==> config.mk <==
export PLATFORM = sky130hd
export DESIGN_NAME = mem_access_stage
export DESIGN_NICKNAME = d
export VERILOG_FILES = /design/src/rtl/mem_access_stage.sv
export SDC_FILE = /design/constraint.sdc
export NUM_CORES = 1
export LEC_CHECK = 0
export CELL_PAD_IN_SITES_DETAIL_PLACEMENT = 0
export CELL_PAD_IN_SITES_GLOBAL_PLACEMENT = 1
export CORE_ASPECT_RATIO = 1.2
export CORE_MARGIN = 2
export CORE_UTILIZATION = 36
export CTS_CLUSTER_DIAMETER = 30
export DETAILED_ROUTE_END_ITERATION = 8
export GPL_TIMING_DRIVEN = 0
export PLACE_DENSITY = 0.85
export SETUP_SLACK_MARGIN = 0.3
export SLEW_MARGIN = 15
export SYNTH_ARGS = -nofsm -noshare
export SYNTH_HDL_FRONTEND = slang
export SYNTH_SLANG_ARGS = --single-unit
==> constraint.sdc <==
create_clock -name clk -period 13.4 [get_ports clk]
set_clock_uncertainty 0.2 [all_clocks]
set_input_delay 2.68 -clock clk [delete_from_list [all_inputs] [get_ports clk]]
set_output_delay 2.68 -clock clk [all_outputs]
set_load 0.03 [all_outputs]
==> src/rtl/mem_access_stage.sv <==
// mem_access_stage: MEM-stage data access unit of the 5-stage RISC-V pipeline.
// Turns a load/store in MEM into a single req/ack data-memory transaction,
// formats store byte lanes, extends load data and stalls the pipeline until
// the access completes or the ack wait times out.
//
// Optional feature macro: MEM_MISALIGN_TRAP_EN
//   defined   : misaligned half/word accesses skip the bus, go straight to
//               DONE and raise MisalignM for one cycle with ReadDataM = 0.
//   undefined : MisalignM stays 0; halves use addr[1] only and words are
//               forced aligned, so the access proceeds normally.
module mem_access_stage #(
  parameter int unsigned ACK_TIMEOUT = 255
) (
  input  logic        clk,
  input  logic        reset,
  input  logic        MemReadM,
  input  logic        MemWriteM,
  input  logic [2:0]  Funct3M,
  input  logic [31:0] ALUResultM,
  input  logic [31:0] WriteDataM,
  output logic [31:0] ReadDataM,
  output logic        StallM,
  output logic        MemErrM,
  output logic        MisalignM,
  output logic        dmem_req,
  output logic        dmem_we,
  output logic [31:0] dmem_addr,
  output logic [3:0]  dmem_be,
  output logic [31:0] dmem_wdata,
  input  logic        dmem_ack,
  input  logic [31:0] dmem_rdata
);

  typedef enum logic [1:0] {
    ST_IDLE = 2'd0,
    ST_BUSY = 2'd1,
    ST_DONE = 2'd2
  } state_t;

  // The wait counter holds 0..ACK_TIMEOUT-1 while BUSY; timeout fires on the
  // last allowed BUSY cycle.
  localparam logic [15:0] TIMEOUT_LAST = 16'(ACK_TIMEOUT - 32'd1);

  // Byte enables for a store, from funct3 and the byte offset.
  function automatic logic [3:0] store_be(input logic [2:0] f3, input logic [1:0] off);
    logic [3:0] be;
    case (f3)
      3'b000:  be = 4'b0001 << off;
      3'b001:  be = off[1] ? 4'b1100 : 4'b0011;
      default: be = 4'b1111;
    endcase
    return be;
  endfunction

  // Store data replicated across the lanes so any enabled lane carries it.
  function automatic logic [31:0] store_wdata(input logic [2:0] f3, input logic [31:0] wd);
    logic [31:0] d;
    case (f3)
      3'b000:  d = {4{wd[7:0]}};
      3'b001:  d = {2{wd[15:0]}};
      default: d = wd;
    endcase
    return d;
  endfunction

  // Select the addressed byte/half of the read word and sign/zero-extend it.
  function automatic logic [31:0] load_format(input logic [2:0] f3, input logic [1:0] off,
                                              input logic [31:0] rd);
    logic [7:0]  b;
    logic [15:0] h;
    logic [31:0] r;
    b = rd[8*off +: 8];
    h = off[1] ? rd[31:16] : rd[15:0];
    case (f3)
      3'b000:  r = {{24{b[7]}}, b};
      3'b100:  r = {24'h000000, b};
      3'b001:  r = {{16{h[15]}}, h};
      3'b101:  r = {16'h0000, h};
      default: r = rd;
    endcase
    return r;
  endfunction

  // Half with addr[0] set, or word with any low address bit set.
  function automatic logic is_misaligned(input logic [2:0] f3, input logic [1:0] off);
    logic m;
    case (f3[1:0])
      2'b01:   m = off[0];
      2'b10:   m = (off != 2'b00);
      default: m = 1'b0;
    endcase
    return m;
  endfunction

  state_t      state_q, state_d;
  logic [15:0] cnt_q, cnt_d;
  logic [31:0] read_data_q, read_data_d;
  logic        mem_err_q, mem_err_d;
  logic        misalign_q, misalign_d;
  logic        we_q, we_d;
  logic [31:0] addr_q, addr_d;
  logic [3:0]  be_q, be_d;
  logic [31:0] wdata_q, wdata_d;
  logic [2:0]  f3_q, f3_d;
  logic [1:0]  off_q, off_d;

  logic        access_s;
  logic        trap_s;

  assign access_s = MemReadM | MemWriteM;

`ifdef MEM_MISALIGN_TRAP_EN
  assign trap_s = is_misaligned(Funct3M, ALUResultM[1:0]);
`else
  assign trap_s = 1'b0;
`endif

  // Next-state and datapath capture for the IDLE -> BUSY -> DONE sequence.
  always_comb begin
    state_d     = state_q;
    cnt_d       = cnt_q;
    read_data_d = read_data_q;
    mem_err_d   = 1'b0;
    misalign_d  = 1'b0;
    we_d        = we_q;
    addr_d      = addr_q;
    be_d        = be_q;
    wdata_d     = wdata_q;
    f3_d        = f3_q;
    off_d       = off_q;
    case (state_q)
      ST_IDLE: begin
        if (access_s) begin
          we_d   = MemWriteM;
          addr_d = {ALUResultM[31:2], 2'b00};
          be_d   = MemWriteM ? store_be(Funct3M, ALUResultM[1:0]) : 4'b1111;
          wdata_d = MemWriteM ? store_wdata(Funct3M, WriteDataM) : 32'h0000_0000;
          f3_d   = Funct3M;
          off_d  = ALUResultM[1:0];
          cnt_d  = 16'd0;
          if (trap_s) begin
            // Trapped access never touches the bus.
            state_d     = ST_DONE;
            misalign_d  = 1'b1;
            read_data_d = 32'h0000_0000;
          end else begin
            state_d = ST_BUSY;
          end
        end else begin
          state_d = ST_IDLE;
        end
      end
      ST_BUSY: begin
        cnt_d = cnt_q + 16'd1;
        if (dmem_ack) begin
          // An ack on the timeout cycle still completes cleanly.
          state_d = ST_DONE;
          if (!we_q) begin
            read_data_d = load_format(f3_q, off_q, dmem_rdata);
          end else begin
            read_data_d = read_data_q;
          end
        end else if (cnt_q == TIMEOUT_LAST) begin
          state_d     = ST_DONE;
          read_data_d = 32'h0000_0000;
          mem_err_d   = 1'b1;
        end else begin
          state_d = ST_BUSY;
        end
      end
      ST_DONE: begin
        state_d = ST_IDLE;
      end
      default: begin
        state_d = ST_IDLE;
      end
    endcase
  end

  // State, counter and latched bus/result registers.
  always_ff @(posedge clk or posedge reset) begin
    if (reset) begin
      state_q     <= ST_IDLE;
      cnt_q       <= 16'd0;
      read_data_q <= 32'h0000_0000;
      mem_err_q   <= 1'b0;
      misalign_q  <= 1'b0;
      we_q        <= 1'b0;
      addr_q      <= 32'h0000_0000;
      be_q        <= 4'b0000;
      wdata_q     <= 32'h0000_0000;
      f3_q        <= 3'b000;
      off_q       <= 2'b00;
    end else begin
      state_q     <= state_d;
      cnt_q       <= cnt_d;
      read_data_q <= read_data_d;
      mem_err_q   <= mem_err_d;
      misalign_q  <= misalign_d;
      we_q        <= we_d;
      addr_q      <= addr_d;
      be_q        <= be_d;
      wdata_q     <= wdata_d;
      f3_q        <= f3_d;
      off_q       <= off_d;
    end
  end

  // Stall must be seen in the same cycle the access appears in MEM.
  assign StallM     = ((state_q == ST_IDLE) & access_s) | (state_q == ST_BUSY);
  // Request comes straight off the state flop, so reset drops it at once.
  assign dmem_req   = (state_q == ST_BUSY);
  assign ReadDataM  = read_data_q;
  assign MemErrM    = mem_err_q;
  assign MisalignM  = misalign_q;
  assign dmem_we    = we_q;
  assign dmem_addr  = addr_q;
  assign dmem_be    = be_q;
  assign dmem_wdata = wdata_q;

endmodule
==> results of run 1 <==
==> critical path, delay by kind of cell <==
kind            cells  cell delay, ns
buf+inv             3            1.24
compound gates      1            0.74
==> synthesized netlist by cell type (3+ instances only) <==
| library cell | count |
|---|---|
| a21o_1 | 3 |
| nand3_1 | 8 |
| a31oi_1 | 3 |
| mux2i_1 | 24 |
| dfrtp_1 | 123 |
| inv_1 | 11 |
| nand2_1 | 176 |
| o221ai_1 | 5 |
| o21ai_1 | 7 |
| nor2_1 | 11 |
| mux4_2 | 3 |
| or3_1 | 5 |
| a22o_1 | 24 |
| o21ai_0 | 33 |
| buf_2 | 7 |
| a21oi_1 | 20 |
| nor2b_1 | 6 |
| o21a_1 | 5 |
| o31ai_1 | 6 |
| or2_2 | 16 |
| nor3_1 | 4 |
| nand2b_1 | 5 |
| o22ai_1 | 13 |
| buf_4 | 7 |
| clkbuf_1 | 25 |
| o211ai_1 | 20 |
| nand4_1 | 5 |
==> cell type report <==
class | count | area share [%]
Sequential cell | 123 | 35.3
Multi-Input combinational cell | 434 | 28.8
Timing Repair Buffer | 206 | 23.9
Clock buffer | 22 | 5.44
Tap cell | 208 | 2.99
Buffer | 40 | 2.21
Clock inverter | 8 | 0.804
Inverter | 11 | 0.531
==> state kept, by name (all words and copies together), names as in the netlist <==
| register | cells |
|---|---|
| cnt_q | 16 |
| MemErrM | 1 |
| ReadDataM | 32 |
| dmem_addr | 30 |
| dmem_we | 1 |
| state_q | 2 |
| dmem_wdata | 32 |
| f3_q | 3 |
| off_q | 2 |
| dmem_be | 4 |
==> metal layers <==
metal | wire (um) | up-vias | part of all wire (%) | GRT usage [%]
met5 | 0 | - | 0 | 0
met4 | 625 | 0 | 3.4 | 11.0
met3 | 1390 | 42 | 7.5 | 6.47
met2 | 9080 | 228 | 49 | 36.2
met1 | 7440 | 2619 | 40 | 25.9
li1 | - | 2578 | - | -
==> worst min-delay path by stage <==
stage,startpoint,to,slack (ns),depth (start not counted)
4_1_cts,dmem_addr[31],dmem_addr[31],0.28,2
2_1_floorplan,cnt_q[5],cnt_q[5],0.27,1
3_5_place_dp,dmem_addr[31],dmem_addr[31],0.26,2
6_report,dmem_addr[31],dmem_addr[31],0.27,2
3_3_place_gp,dmem_addr[27],dmem_addr[27],0.26,2
5_1_grt,dmem_addr[24],dmem_addr[24],0.29,2
==> logic make-up after synthesis <==
kind of cell / Yosys count / synth area share [%]
other: 1 / 0.0645
buffers and inverters: 51 / 4.02
and+or+nand+nor: 251 / 19.4
AOI/OAI and AO/OA: 149 / 17.4
muxes: 29 / 5.68
adders and majority gates: 2 / 0.430
DFF: 123 / 52.9
==> power by group <==
part	switching, mW	total [mW]	internal [mW]
registers	0.0913	0.610	0.519
logic	0.620	1.04	0.416
clock network	0.161	0.426	0.266
==> out/metrics.csv, run 1 <==
stage,metric,value,unit
synth,yosys warns,0,
synth,number of enable flip-flop cells after synthesis,0,
floorplanning,DIE WIDTH,120,um
setup_path,CP max stage delay,0.74,ns
clock_tree,Post-CTS Resized,0,
clock_tree,"Clk pin slew, worst setup/hold paths",0.05,ns
timing,Final Max Tran Viols,0,
synth,post-synthesis instance area,0.00582,sq mm
synth,Yosys top cell area share,52.9,%
setup_path,crit path max fanout,6,
setup_path,Arrival @ worst endpoint,4.67,ns
route,Final ANT Viol Nets,0,
synth,synth unique cells,50,
layout,most frequent cells in the layout,"clkdlybuf4s50_1 (205), nand2_1 (176), dfrtp_1 (123)",
run_status,status,finished clean,
timing,setup TNS,0,ns
pwr,Power Dens Cells,238,mW/mm^2
timing,Final period util,56.3,%
clock_tree,CTS tree,yes,
setup_path,endpoint type of the worst setup path,primary output,
pwr,leakage,3.77,nW
layout,area occupied by registers,0.00308,sq mm
setup_path,Critical Path Most Common Cell,clkdlybuf4s50_1,
synth,Post-synth ARST share,100,%
route,final wirelength,18500,um
placed_design,DP Worst Slack,5.83,ns
setup_path,CP Class,in -> out,
clock_tree,CTS max path bufs,2,
layout,"commonest non-fill, non-tap cell in the layout",clkdlybuf4s50_1,
grt,first-pass GRT wire length,29200,um
layout,Multi-input gate area,0.00251,sq mm
setup_path,CP Launch Point,MemWriteM,
synth,Syn Inst Count,606,
layout,fillers,1431,
layout,post-route cell area,0.00871,sq mm
grt,vias in the first global route,5759,
run,max_cap viols,0,
layout,Area Overhead vs Synth,49.8,%
placed_design,gpl congestion,0.922,
layout,fraction of layout cells with a size suffix above 1,8.65,%
timing,RSZ-0062 raised after global routing,no,
synth,register bit total from synthesis,123,
route,residual DRC count,0,
setup_path,Reg2Reg Depth,5,
layout,post-route insts no fill,1052,
floorplanning,row count,50,
layout,final core occ,55.5,%
timing,fin worst setup slack,5.85,ns
placed_design,# placed instances,1022,
route,drt wl/cell,17.6,um
floorplanning,core area,0.0157,sq mm
hold_path,Hold Path Class,reg -> reg,
setup_path,R2R Setup Slk,11.25,ns
synth,Synth area leaders,"dfrtp_1 (53%), nand2_1 (11%), mux2i_1 (4.1%)",
timing,fin crit period,7.55,ns
synth,dominant synthesized flop cell,dfrtp_1,
clock_tree,hold buffers post-CTS,0,
layout,Antenna Cells,0,
clock_tree,Root Buffer,clkbuf_16,
setup_path,Crit-path slowest cell,o31ai_1,
route,Vias/cell,5.20,
setup_path,Critical Path RT,10.52,ns
setup_path,end point of the critical path,StallM,
synth,Synth area leader,dfrtp_1,
timing,relative slew slack,45.2,%
setup_path,r2r endpoint,ReadDataM[28],
timing,maximum clock frequency,132,MHz
grt,grt total ovfl,0,
grt,number of antenna violations at the first check in global routing,0,
timing,final setup fails,0,
clock_tree,setup bufs post-CTS,0,
timing,final hold vios,0,
pwr,VDD IR max,119,uV
clock_tree,worst skew pair latency,0.41,ns
route,vias,5467,
clock_tree,CTS H-Tree Depth,4,
placed_design,Detailed Place HPWL,13900,um
placed_design,Area after DPL,0.00817,sq mm
synth,post-synthesis sequential area ratio,52.9,%
setup_path,"Critical Path, Cell by Cell","clkdlybuf4s50_1, o31ai_1, inv_1, clkdlybuf4s50_1",
floorplanning,I/O Pins,209,
clock_tree,CTS Buf Count,17,
floorplanning,Die Ht,143,um
route,DR pass1 iterations,4,
timing,WHS,0.272,ns
synth,mean area per synthesized cell,9.60,sq um
placed_design,PortBufs,205,
clock_tree,clk sink count,123,
pwr,total power,2.07,mW
floorplanning,die area,0.0172,sq mm
layout,Final nets,939,
setup_path,startpoint types,input port,
timing,Slew @ Worst Pin,0.816,ns
grt,Total GRT Usage,21.9,%
grt,largest net degree at the start of global routing,70,
route,starting DRC count in detailed routing,403,
setup_path,Critical R2R Launch,cnt_q[11],
floorplanning,Starting Density,37.0,%
Power figures use the tool's default switching activity.
==> run 2, diff against run 1 <==
--- a/config.mk
+++ b/config.mk
@@ -9,11 +9,11 @@
 export CELL_PAD_IN_SITES_GLOBAL_PLACEMENT = 1
 export CORE_ASPECT_RATIO = 1.2
 export CORE_MARGIN = 2
-export CORE_UTILIZATION = 36
+export CORE_UTILIZATION = 33
 export CTS_CLUSTER_DIAMETER = 30
 export DETAILED_ROUTE_END_ITERATION = 8
 export GPL_TIMING_DRIVEN = 0
-export PLACE_DENSITY = 0.85
+export PLACE_DENSITY = 0.79
 export SETUP_SLACK_MARGIN = 0.3
 export SLEW_MARGIN = 15
 export SYNTH_ARGS = -nofsm -noshare
==> constraint.sdc (replaced) <==
create_clock -name clk -period 7.5 [get_ports clk]
set_clock_uncertainty 0.2 [all_clocks]
set_input_delay 1.5 -clock clk [delete_from_list [all_inputs] [get_ports clk]]
set_output_delay 1.5 -clock clk [all_outputs]
set_load 0.03 [all_outputs]
==> run 2 against run 1 <==
Against the previous run: worst hold slack improved by 0.0033 ns; power rose by 83%; worst setup slack got worse by 3.4 ns; clock power rose by 98%; sequential share of layout area fell by 0.33 points; via count fell by 0.86%; wire length fell by 0.28%; die area rose by 8.8%; critical path depth did not move; core utilization fell by 4.9 points; final cell count rose by 1.2%; critical path type unchanged; largest power group unchanged.
==> out/metrics.csv, run 2 (synthesis gave the netlist of run 1 again) <==
stage,metric,value,unit,change
setup_path,Reg2Reg Depth,7,,was 5
timing,setup TNS,0,ns,unchanged
layout,"commonest non-fill, non-tap cell in the layout",clkdlybuf4s50_1,,unchanged
grt,vias in the first global route,5530,,was 5759
setup_path,endpoint type of the worst setup path,primary output,,unchanged
clock_tree,worst skew pair latency,0.41,ns,about the same
timing,maximum clock frequency,196,MHz,
clock_tree,clk sink count,123,,unchanged
clock_tree,Root Buffer,clkbuf_16,,unchanged
layout,Antenna Cells,0,,unchanged
grt,first-pass GRT wire length,29200,um,about the same
clock_tree,CTS tree,yes,,unchanged
timing,final hold vios,0,,unchanged
clock_tree,Post-CTS Resized,0,,unchanged
placed_design,Detailed Place HPWL,14000,um,was 13900 um
route,starting DRC count in detailed routing,291,,was 403
floorplanning,I/O Pins,209,,unchanged
run_status,status,finished clean,,unchanged
clock_tree,CTS H-Tree Depth,4,,unchanged
setup_path,crit path max fanout,6,,unchanged
clock_tree,CTS max path bufs,2,,unchanged
route,residual DRC count,0,,unchanged
setup_path,Arrival @ worst endpoint,3.39,ns,was 4.67 ns
layout,fraction of layout cells with a size suffix above 1,8.88,%,was 8.65%
pwr,VDD IR max,225,uV,was 119 uV
timing,WHS,0.275,ns,was 0.272 ns
route,drt wl/cell,17.4,um,was 17.6 um
floorplanning,core area,0.0174,sq mm,was 0.0157 sq mm
route,Final ANT Viol Nets,0,,unchanged
timing,Final Max Tran Viols,0,,unchanged
layout,most frequent cells in the layout,"clkdlybuf4s50_1 (205), nand2_1 (176), dfrtp_1 (123)",,unchanged
clock_tree,setup bufs post-CTS,0,,unchanged
route,Vias/cell,5.09,,was 5.20
floorplanning,row count,53,,was 50
floorplanning,Starting Density,33.5,%,was 37.0%
grt,number of antenna violations at the first check in global routing,0,,unchanged
timing,Slew @ Worst Pin,0.736,ns,was 0.816 ns
hold_path,Hold Path Class,reg -> reg,,unchanged
layout,Area Overhead vs Synth,51.2,%,was 49.8%
grt,grt total ovfl,0,,unchanged
pwr,Power Dens Cells,430,mW/mm^2,was 238 mW/mm^2
timing,RSZ-0062 raised after global routing,no,,unchanged
layout,fillers,1609,,was 1431
setup_path,Critical Path RT,5.80,ns,was 10.52 ns
clock_tree,CTS Buf Count,17,,unchanged
placed_design,PortBufs,205,,unchanged
placed_design,gpl congestion,0.901,,was 0.922
pwr,leakage,3.80,nW,was 3.77 nW
timing,fin crit period,5.09,ns,
floorplanning,DIE WIDTH,125,um,was 120 um
layout,Final nets,939,,unchanged
placed_design,DP Worst Slack,2.39,ns,was 5.83 ns
route,final wirelength,18500,um,about the same
setup_path,startpoint types,input port,,unchanged
route,DR pass1 iterations,5,,was 4
grt,Total GRT Usage,19.8,%,was 21.9%
timing,relative slew slack,50.5,%,was 45.2%
run,max_cap viols,0,,unchanged
setup_path,CP Class,in -> out,,unchanged
floorplanning,die area,0.0187,sq mm,was 0.0172 sq mm
timing,Final period util,67.9,%,
floorplanning,Die Ht,149,um,was 143 um
grt,largest net degree at the start of global routing,71,,was 70
timing,fin worst setup slack,2.41,ns,was 5.85 ns
hold_path,hold depth,2,,unchanged
route,vias,5420,,was 5467
timing,final setup fails,0,,unchanged
clock_tree,hold buffers post-CTS,0,,unchanged
pwr,total power,3.78,mW,was 2.07 mW
clock_tree,"Clk pin slew, worst setup/hold paths",0.05,ns,about the same
-- run 2: changes by cell type in the layout (fill, tap and decap cells not counted), sizes merged --
cell and delta:
clkinvlp +1, inv +1, bufinv +2, clkinv -2
clkbuf -1
-- run 2: layout make-up --
cell class	count	area [sq um]	share of cell area (%)
clock inverters	10	140	1.59
clock buffers	21	470	5.35
inverters	11	46.3	0.526
repair buffers	206	2080	23.6
well taps	220	275	3.13
plain buffers	40	193	2.19
multi-input cells	434	2510	28.6
flip-flops and latches	123	3080	35.0
-- run 2: path summary, 6_finish.rpt --
check / from / end / slack (ns)
max: MemWriteM / StallM / 2.41
min: dmem_addr[6] / dmem_addr[6] / 0.28
max reg2reg: cnt_q[0] / ReadDataM[29] / 5.34
min reg2reg: dmem_addr[6] / dmem_addr[6] / 0.28
max in group asynchronous: reset / dmem_wdata[1] / 5.04
min in group asynchronous: reset / ReadDataM[2] / 1.33
-- run 2: worst max-delay path, cell delays in order --
cell,delay [ns]
clkdlybuf4s50_1,0.49
o31ai_1,0.67
inv_1,0.08
clkdlybuf4s50_1,0.64
-- run 2: through the flow --
step                      util (%)  area (sq um)  instances
after floorplan                  -          5820        608
after global placement        46.9          8150       1033
after detailed placement      47.1          8180       1034
after CTS                     50.6          8790       1065
after global routing          50.6          8790       1065
final                         50.6          8790       1065
-- run 2: per-layer routing --
| layer | part of all wire [%] | global-route usage [%] | up-vias |
|---|---|---|---|
| met5 | 0 | 0 | - |
| met4 | 2.4 | 7.44 | 0 |
| met3 | 7.5 | 5.93 | 28 |
| met2 | 48 | 32.6 | 226 |
| met1 | 42 | 24.9 | 2584 |
| li1 | - | - | 2582 |
-- run 2: report_power, final --
group	total [mW]	internal (mW)	switching, mW
registers	1.09	0.927	0.165
clock network	0.842	0.547	0.295
logic	1.85	0.743	1.11
total	3.78	2.22	1.57
